<file path="src/rtl/seq_mag_comp.sv">
// -----------------------------------------------------------------------------
// seq_mag_comp -- sequential digit-serial magnitude comparator.
//
// Compares two WIDTH-bit operands one DIGIT-bit digit per clock cycle,
// most-significant digit first, in either unsigned or two's-complement mode.
// With EARLY_EXIT=1 the compare stops at the first digit that decides the
// result; with EARLY_EXIT=0 it always walks all NDIG digits, giving a fixed
// latency.
//
// Parameters
//   WIDTH       operand width in bits (must be a positive multiple of DIGIT)
//   DIGIT       bits compared per cycle
//   EARLY_EXIT  1 = stop at first deciding digit, 0 = always run NDIG digits
//
// Ports
//   clock        in   rising-edge clock
//   reset_n      in   asynchronous active-low reset
//   start        in   request a compare (ignored while busy)
//   signed_mode  in   1 = two's-complement compare, 0 = unsigned
//   a, b         in   operands, captured together with start
//   busy         out  high while digits are being compared
//   done         out  one-cycle pulse, eq/gt/lt updated in this cycle
//   eq, gt, lt   out  result flags, held until the next done
// -----------------------------------------------------------------------------
module seq_mag_comp #(
    parameter int WIDTH      = 32,
    parameter int DIGIT      = 2,
    parameter int EARLY_EXIT = 1
) (
    input  logic             clock,
    input  logic             reset_n,
    input  logic             start,
    input  logic             signed_mode,
    input  logic [WIDTH-1:0] a,
    input  logic [WIDTH-1:0] b,
    output logic             busy,
    output logic             done,
    output logic             eq,
    output logic             gt,
    output logic             lt
);

    localparam int NDIG = WIDTH / DIGIT;
    localparam int CW   = (NDIG > 1) ? $clog2(NDIG) : 1;
    localparam int IW   = (WIDTH > 1) ? $clog2(WIDTH) : 1;

    typedef enum logic [1:0] {
        S_IDLE = 2'b00,
        S_RUN  = 2'b01,
        S_DONE = 2'b10
    } state_t;

    state_t           state_q;
    logic [WIDTH-1:0] a_q;
    logic [WIDTH-1:0] b_q;
    logic             sm_q;
    logic [CW-1:0]    cnt_q;
    logic             eq_acc_q;
    logic             gt_acc_q;
    logic             busy_q;
    logic             done_q;
    logic             eq_q;
    logic             gt_q;
    logic             lt_q;

    logic [IW-1:0]    base_s;
    logic [DIGIT-1:0] flip_s;
    logic [DIGIT-1:0] dig_a_s;
    logic [DIGIT-1:0] dig_b_s;
    logic             eq_acc_d;
    logic             gt_acc_d;
    logic             last_s;
    logic             exit_s;

    // Current digit selection and accumulator update for the RUN state.
    always_comb begin
        // Bit index of the top of digit k (MSB-first walk).
        base_s  = IW'(WIDTH - 1) - IW'(IW'(cnt_q) * IW'(DIGIT));
        // In signed mode the sign digit is made unsigned-comparable by
        // flipping its top bit (offset-binary view of the sign).
        flip_s  = '0;
        flip_s[DIGIT-1] = sm_q & (cnt_q == CW'(0));
        dig_a_s = a_q[base_s -: DIGIT] ^ flip_s;
        dig_b_s = b_q[base_s -: DIGIT] ^ flip_s;

        eq_acc_d = eq_acc_q;
        gt_acc_d = gt_acc_q;
        // Once a digit has differed, the result is frozen.
        if (eq_acc_q) begin
            if (dig_a_s > dig_b_s) begin
                eq_acc_d = 1'b0;
                gt_acc_d = 1'b1;
            end else if (dig_a_s < dig_b_s) begin
                eq_acc_d = 1'b0;
                gt_acc_d = 1'b0;
            end else begin
                eq_acc_d = eq_acc_q;
                gt_acc_d = gt_acc_q;
            end
        end else begin
            eq_acc_d = eq_acc_q;
            gt_acc_d = gt_acc_q;
        end

        last_s = (cnt_q == CW'(NDIG - 1));
        if (EARLY_EXIT != 0) begin
            exit_s = last_s | ~eq_acc_d;
        end else begin
            exit_s = last_s;
        end
    end

    // Control FSM with operand capture, digit counter and registered outputs.
    always_ff @(posedge clock or negedge reset_n) begin
        if (!reset_n) begin
            state_q  <= S_IDLE;
            a_q      <= '0;
            b_q      <= '0;
            sm_q     <= 1'b0;
            cnt_q    <= '0;
            eq_acc_q <= 1'b0;
            gt_acc_q <= 1'b0;
            busy_q   <= 1'b0;
            done_q   <= 1'b0;
            eq_q     <= 1'b0;
            gt_q     <= 1'b0;
            lt_q     <= 1'b0;
        end else begin
            case (state_q)
                S_IDLE, S_DONE: begin
                    done_q <= 1'b0;
                    if (start) begin
                        a_q      <= a;
                        b_q      <= b;
                        sm_q     <= signed_mode;
                        cnt_q    <= '0;
                        eq_acc_q <= 1'b1;
                        gt_acc_q <= 1'b0;
                        busy_q   <= 1'b1;
                        state_q  <= S_RUN;
                    end else begin
                        busy_q   <= 1'b0;
                        state_q  <= S_IDLE;
                    end
                end
                S_RUN: begin
                    eq_acc_q <= eq_acc_d;
                    gt_acc_q <= gt_acc_d;
                    if (exit_s) begin
                        busy_q  <= 1'b0;
                        done_q  <= 1'b1;
                        eq_q    <= eq_acc_d;
                        gt_q    <= gt_acc_d;
                        lt_q    <= ~eq_acc_d & ~gt_acc_d;
                        state_q <= S_DONE;
                    end else begin
                        cnt_q   <= cnt_q + CW'(1);
                        busy_q  <= 1'b1;
                        done_q  <= 1'b0;
                        state_q <= S_RUN;
                    end
                end
                default: begin
                    busy_q  <= 1'b0;
                    done_q  <= 1'b0;
                    state_q <= S_IDLE;
                end
            endcase
        end
    end

    assign busy = busy_q;
    assign done = done_q;
    assign eq   = eq_q;
    assign gt   = gt_q;
    assign lt   = lt_q;

endmodule

</file>
<file path="config.mk">
export PLATFORM = sky130hd
export DESIGN_NAME = seq_mag_comp
export DESIGN_NICKNAME = d
export VERILOG_FILES = /design/src/rtl/seq_mag_comp.sv
export SDC_FILE = /design/constraint.sdc
export NUM_CORES = 1
export LEC_CHECK = 0
export CORE_ASPECT_RATIO = 0.8
export CORE_MARGIN = 8
export CORE_UTILIZATION = 46
export DETAILED_ROUTE_END_ITERATION = 10
export PLACE_DENSITY_LB_ADDON = 0.15
export SLEW_MARGIN = 20
export SYNTH_ARGS = -nofsm -noshare
export SYNTH_HDL_FRONTEND = slang
export SYNTH_SLANG_ARGS = --single-unit
</file>
<file path="constraint.sdc">
create_clock -name clock -period 3.35 [get_ports clock]
set_clock_uncertainty 0.1 [all_clocks]
set_input_delay 0.67 -clock clock [delete_from_list [all_inputs] [get_ports clock]]
set_output_delay 0.67 -clock clock [all_outputs]
set_load 0.01 [all_outputs]
</file>
======== After elaboration in Yosys (flattened, before gate mapping) ========
Index checks and enable logic that the tools add are counted.
operators by class
  add/sub/neg operators ................... 2
  magnitude comparators ................... 2
  equality and inequality tests ........... 5
  shift operators ......................... 2
  muxes and demuxes ....................... 21
  bitwise gates (word level) .............. 7
  reductions and logical operators ........ 8
operator list
  cell                                                             number
  33-bit by 6-bit indexed part select with 2-bit output            2
  1-bit two-way mux                                                13
  4-bit two-way mux                                                2
  4-bit one-hot mux with 2 select lines                            1
  1-bit one-hot mux with 2 select lines                            3
  2-bit AND reduction                                              3
  5-bit subtractor, first input constant                           1
  4-bit by 1-bit adder with 4-bit output, second input constant    1
  4-bit == test, second input constant                             1
  4-bit zero test                                                  1
  2-bit inequality test, second input constant                     2
  2-bit one-hot mux with 2 select lines                            1
  2-bit bitwise XOR                                                2
  3-bit AND reduction                                              1
  1-bit bitwise AND                                                2
  2-bit by 1-bit == test with 1-bit output, second input constant  1
  2-bit == test, second input constant                             1
  2-bit greater-than comparator                                    1
  2-bit zero test                                                  1
  2-bit less-than comparator                                       1
  2-bit two-way mux                                                1
  1-bit inverter                                                   2
  2-bit nonzero test                                               1
  2-bit OR reduction                                               1
  1-bit bitwise OR                                                 1
word-level totals
  bits in registers ....................... 78
  input port bits ......................... 68
  output and inout port bits .............. 5

======== Depth between registers and ports, before layout ========
  depth in word-level cells ............... 11
  mapped depth ............................ 14
  gate-level depth less buffers ........... 11

======== Worst setup path before layout ========
Ideal clock, no wire load.
  kind .................................... reg-to-reg
  start point ............................. reg cnt_q[1]
  end point ............................... reg cnt_q[2]
  arrival ................................. 2999 ps
  required time ........................... 3132 ps
  slack ................................... 133 ps
  cell stages (with the launch flop) ...... 15
  buffers on the path ..................... 3
  period minus slack after synthesis ...... 3217 ps
  cells stage by stage .................... dfrtp_1 buf_2 buf_2 inv_1 ha_1 nand2_1 or4_1 nand4_1 o21ai_1 ha_1 nand3_1 or4b_4 buf_6 o2bb2ai_1 a21o_1
on the way
  word-level cells in the longest chain between the ends .. 11
  elaborated cells between the ends (all ways) .. 20
  those cells by class .................... 2 x add/sub; 2 x order compare; 2 x eq/ne; 2 x shift; 5 x mux; 5 x bitwise; 2 x reduce/logical
ends and longest elaborated chain
  item                                                                           RTL line  source
  start, declared                                                                57        logic [CW-1:0] cnt_q;
  start signal, assigned                                                         157       cnt_q <= cnt_q + CW'(1);
  5-bit subtractor / 4-bit zero test (equally long branches)                     78, 82
  33-bit by 6-bit indexed part select with 2-bit output (tied with other cells)  83        dig_a_s = a_q[base_s -: DIGIT] ^ flip_s;
  2-bit bitwise XOR, on equally long branches                                    83, 84
  2-bit less-than comparator                                                     93        end else if (dig_a_s < dig_b_s) begin
  1-bit two-way mux                                                              93
  1-bit two-way mux                                                              90        if (dig_a_s > dig_b_s) begin
  1-bit two-way mux                                                              89        if (eq_acc_q) begin
  1-bit inverter                                                                 107       exit_s = last_s | ~eq_acc_d;
  1-bit bitwise OR                                                               107
  2-bit inequality test (no source line)                                         n/a
  3-bit AND reduction (no source line)                                           n/a
Several ways; a longest one is shown, not always the timed one. The select of a mux whose other input is x is not followed.
A chain may end at the register's enable or synchronous reset.

======== Final worst setup path ========
  start point ............................. reg cnt_q[0]
  end point ............................... reg cnt_q[2]
Same word-level chain as after synthesis.

==> flow_metrics.env <==
export IMPL_path_buf_inv=1
export IMPL_final_nets=521
export IMPL_finalSetupViolCount=0
export IMPL_via_count=2774
export IMPL_io_pins=73
export IMPL_fp_row_count=28
export IMPL_crit_path_end_kind="flip-flop"
export IMPL_place_gp_congestion=0.781
export IMPL_cts_clk_slew_worst_paths_ns=0.08
export IMPL_yosysWarnings=0
export IMPL_critPathMaxFanout=9
export IMPL_synthMuxAreaShare_pct=9.99
export IMPL_cp_start_kind="flip-flop"
export IMPL_peakVddDrop_uv=269
export IMPL_synthAdderAreaFrac_pct=1.41
export IMPL_initial_core_util_pct=47.7
export IMPL_hold_buffers=0
export IMPL_drt_wl_total_um=8090
export IMPL_worstPathArrival_ns=3.18
export IMPL_grt_start_max_net_pins=77
export IMPL_syn_nets=452
export IMPL_min_period_over_period_pct=90.6
export IMPL_max_cap_violations=0
export IMPL_cts_tree="done"
export IMPL_final_cell_area_um2=4580
export IMPL_p_per_area_nw_per_um2=790
export IMPL_filler_cell_count=660
export IMPL_wire_per_inst_um=14.5
export IMPL_tightest_slew_ns=0.952
export IMPL_synth_simple_gate_area_share_pct=26.6
export IMPL_cts_buffer_depth=2
export IMPL_synth_compound_area_share_pct=4.57
export IMPL_r2r_end="cnt_q[2]"
export IMPL_cts_buffers=9
export IMPL_grt_pass1_vias=2851
export IMPL_htreeDepth=3
export IMPL_dieArea_um2=10800
export IMPL_r2r_slack_ns=0.31
export IMPL_crit_required_ns=3.49
export IMPL_core_um2=7460
export IMPL_synth_avg_cell_area_um2=9.36
export IMPL_crit_top_cell="ha_1"
export IMPL_cts_sinks=76
export IMPL_cts_resized_gates=0
export IMPL_syn_inst=380
export IMPL_dp_hpwl_um=6010
export IMPL_antenna_found_initial=0
export IMPL_ys_types=36
export IMPL_grt_pass1_wl_um=13800
export IMPL_setup_tns_ns=0
export IMPL_critical_path_top_delay_family="simple AND/OR/NAND/NOR gates"
export IMPL_path_class="reg2reg"
export IMPL_drt_initial_drc_count=144
export IMPL_r2r_start="cnt_q[0]"
export IMPL_synth_top_family_by_area="simple AND/OR/NAND/NOR gates"
export IMPL_port_buffers=72
export IMPL_drt_pass1_iter_count=4
export IMPL_crit_chain="inv_1, ha_1, nand2_1, or4_1, nand4_1, o21ai_1, ha_1, nand3_1, or4b_4, o2bb2ai_1, a21o_1"
export IMPL_min_period_ns=3.04
export IMPL_r2r_worst_path_cells=11
export IMPL_antenna_cells=0
export IMPL_finalHoldViolations=0
export IMPL_ant_nets=0
export IMPL_status="finished clean"
export IMPL_gr_total_overflow=0
export IMPL_synth_xor_area_share_pct=0.492
export IMPL_synthToLayoutAreaGrowth_pct=28.7
export IMPL_max_freq_ghz=0.329
export IMPL_slowest_stage="or4b_4"
export IMPL_cts_root_buf="clkbuf_8"
export IMPL_insertion_delay_ns=0.34
export IMPL_slowest_delay_ns=0.59
export IMPL_slew_headroom_pct=36.5
export IMPL_ys_seq_elements=76
export IMPL_die_h_um=94.7
export IMPL_synth_area_um2=3560
export IMPL_drive_gt1_share_pct=9.47
export IMPL_place_area_um2=4390
export IMPL_cts_setup_buffers=0
export IMPL_track_usage_pct=16.1
export IMPL_post_drt_via_cell_ratio=4.96
export IMPL_rsz0062_at_grt="false"
export IMPL_ys_seq_area_share_pct=53.4
export IMPL_startpoint="cnt_q[0]"
export IMPL_hp_class="in2async"
export IMPL_finalMaxSlewViolations=0
export IMPL_leakage_nw=2.19
export IMPL_remaining_drc_errors=0
export IMPL_die_width_um=114
report_power, final:
part / leakage (nW) / internal, W / total [W] / switching [W]
Sequential: 0.942 / 0.00131 / 0.00156 / 0.000250
Combinational: 1.17 / 0.000666 / 0.00138 / 0.000710
Clock: 0.0862 / 0.000347 / 0.000682 / 0.000335
Total: 2.19 / 0.00232 / 0.00362 / 0.00130
metal layers:
| metal | up-vias | track usage (%) | wire [um] |
|---|---|---|---|
| li1 | 1374 | - | - |
| met1 | 1320 | 21.9 | 3930 |
| met2 | 72 | 24.1 | 3620 |
| met3 | 8 | 5.17 | 456 |
| met4 | 0 | 4.75 | 81 |
| met5 | - | 0 | 0 |
kinds of logic after synthesis:
group | Yosys count
adders and majority gates | 4
AOI/OAI and AO/OA | 22
DFF | 76
muxes | 18
and+or+nand+nor | 231
buffers and inverters | 27
xor gates and xnor gates | 2
cell type report:
type	count	area, um^2	share of cell area (%)
Sequential cell	76	1900	41.5
Tap cell	105	131	2.87
Multi-Input combinational cell	277	1540	33.7
Clock inverter	5	61.3	1.34
Timing Repair Buffer	80	791	17.3
Inverter	5	18.8	0.410
Clock buffer	11	131	2.87
synthesized netlist by cell type:
cell type,count,share of area (%)
a21oi_1,4,0.56
a221oi_2,1,0.42
ha_1,4,1.4
xnor2_1,1,0.25
xor2_1,1,0.25
a22o_1,1,0.25
nand4b_1,1,0.25
o21ai_1,4,0.56
and3_1,1,0.18
o31a_1,1,0.25
buf_4,1,0.21
buf_6,2,0.63
nor2_1,4,0.42
or4_1,2,0.42
buf_2,3,0.42
buf_1,1,0.11
nor3b_2,1,0.35
nand3_1,7,0.98
dfrtp_1,76,53
a21o_1,1,0.21
nor2b_1,5,0.88
o2bb2ai_1,2,0.49
and2_1,1,0.18
or4b_4,1,0.39
clkbuf_1,15,1.6
mux2i_1,4,1.1
nand4_1,1,0.18
and3_4,1,0.32
a22oi_1,4,0.84
nand2b_1,5,0.88
inv_1,5,0.53
a311o_1,2,0.56
o21ai_0,1,0.14
a32o_1,1,0.28
nand2_1,201,21
mux4_2,14,8.9
flip-flops by register name (all words and copies together), names as in the netlist:
register and count:
a_q 32, b_q 32, cnt_q 4, done 1, eq 1, eq_acc_q 1, gt 1, gt_acc_q 1
lt 1, sm_q 1, state_q 1
stage by stage:
step / instances / setup slack [ns] / hold slack, ns / utilization [%] / total power, W
after floorplan: 380 / 0.133 / 0.274 / - / 0.00249
after global placement: 543 / 0.411 / 0.357 / 58.8 / 0.00292
after detailed placement: 543 / 0.328 / 0.362 / 58.8 / 0.00296
after CTS: 559 / 0.313 / 0.382 / 61.4 / 0.00365
after global routing: 559 / 0.123 / 0.397 / 61.4 / 0.00391
final: 559 / 0.315 / 0.324 / 61.4 / 0.00362
how the worst max path moves through the flow:
stage	end	slack, ns	cells past startpoint
floorplan	cnt_q[2]	0.13	14
global placement	cnt_q[2]	0.41	11
detailed placement	cnt_q[2]	0.33	11
CTS	cnt_q[2]	0.31	11
global route	cnt_q[2]	0.12	11
finish	cnt_q[2]	0.31	11
cell usage in the layout, fill, tap and decap left out, types with 5 or more instances in the layout:
cell type,instances
clkbuf_8,9
dfrtp_1,76
clkdlybuf4s50_1,71
buf_4,8
nand2_1,201
mux4_2,14
nand3_1,7
inv_1,5
Power figures use the tool's default switching activity.
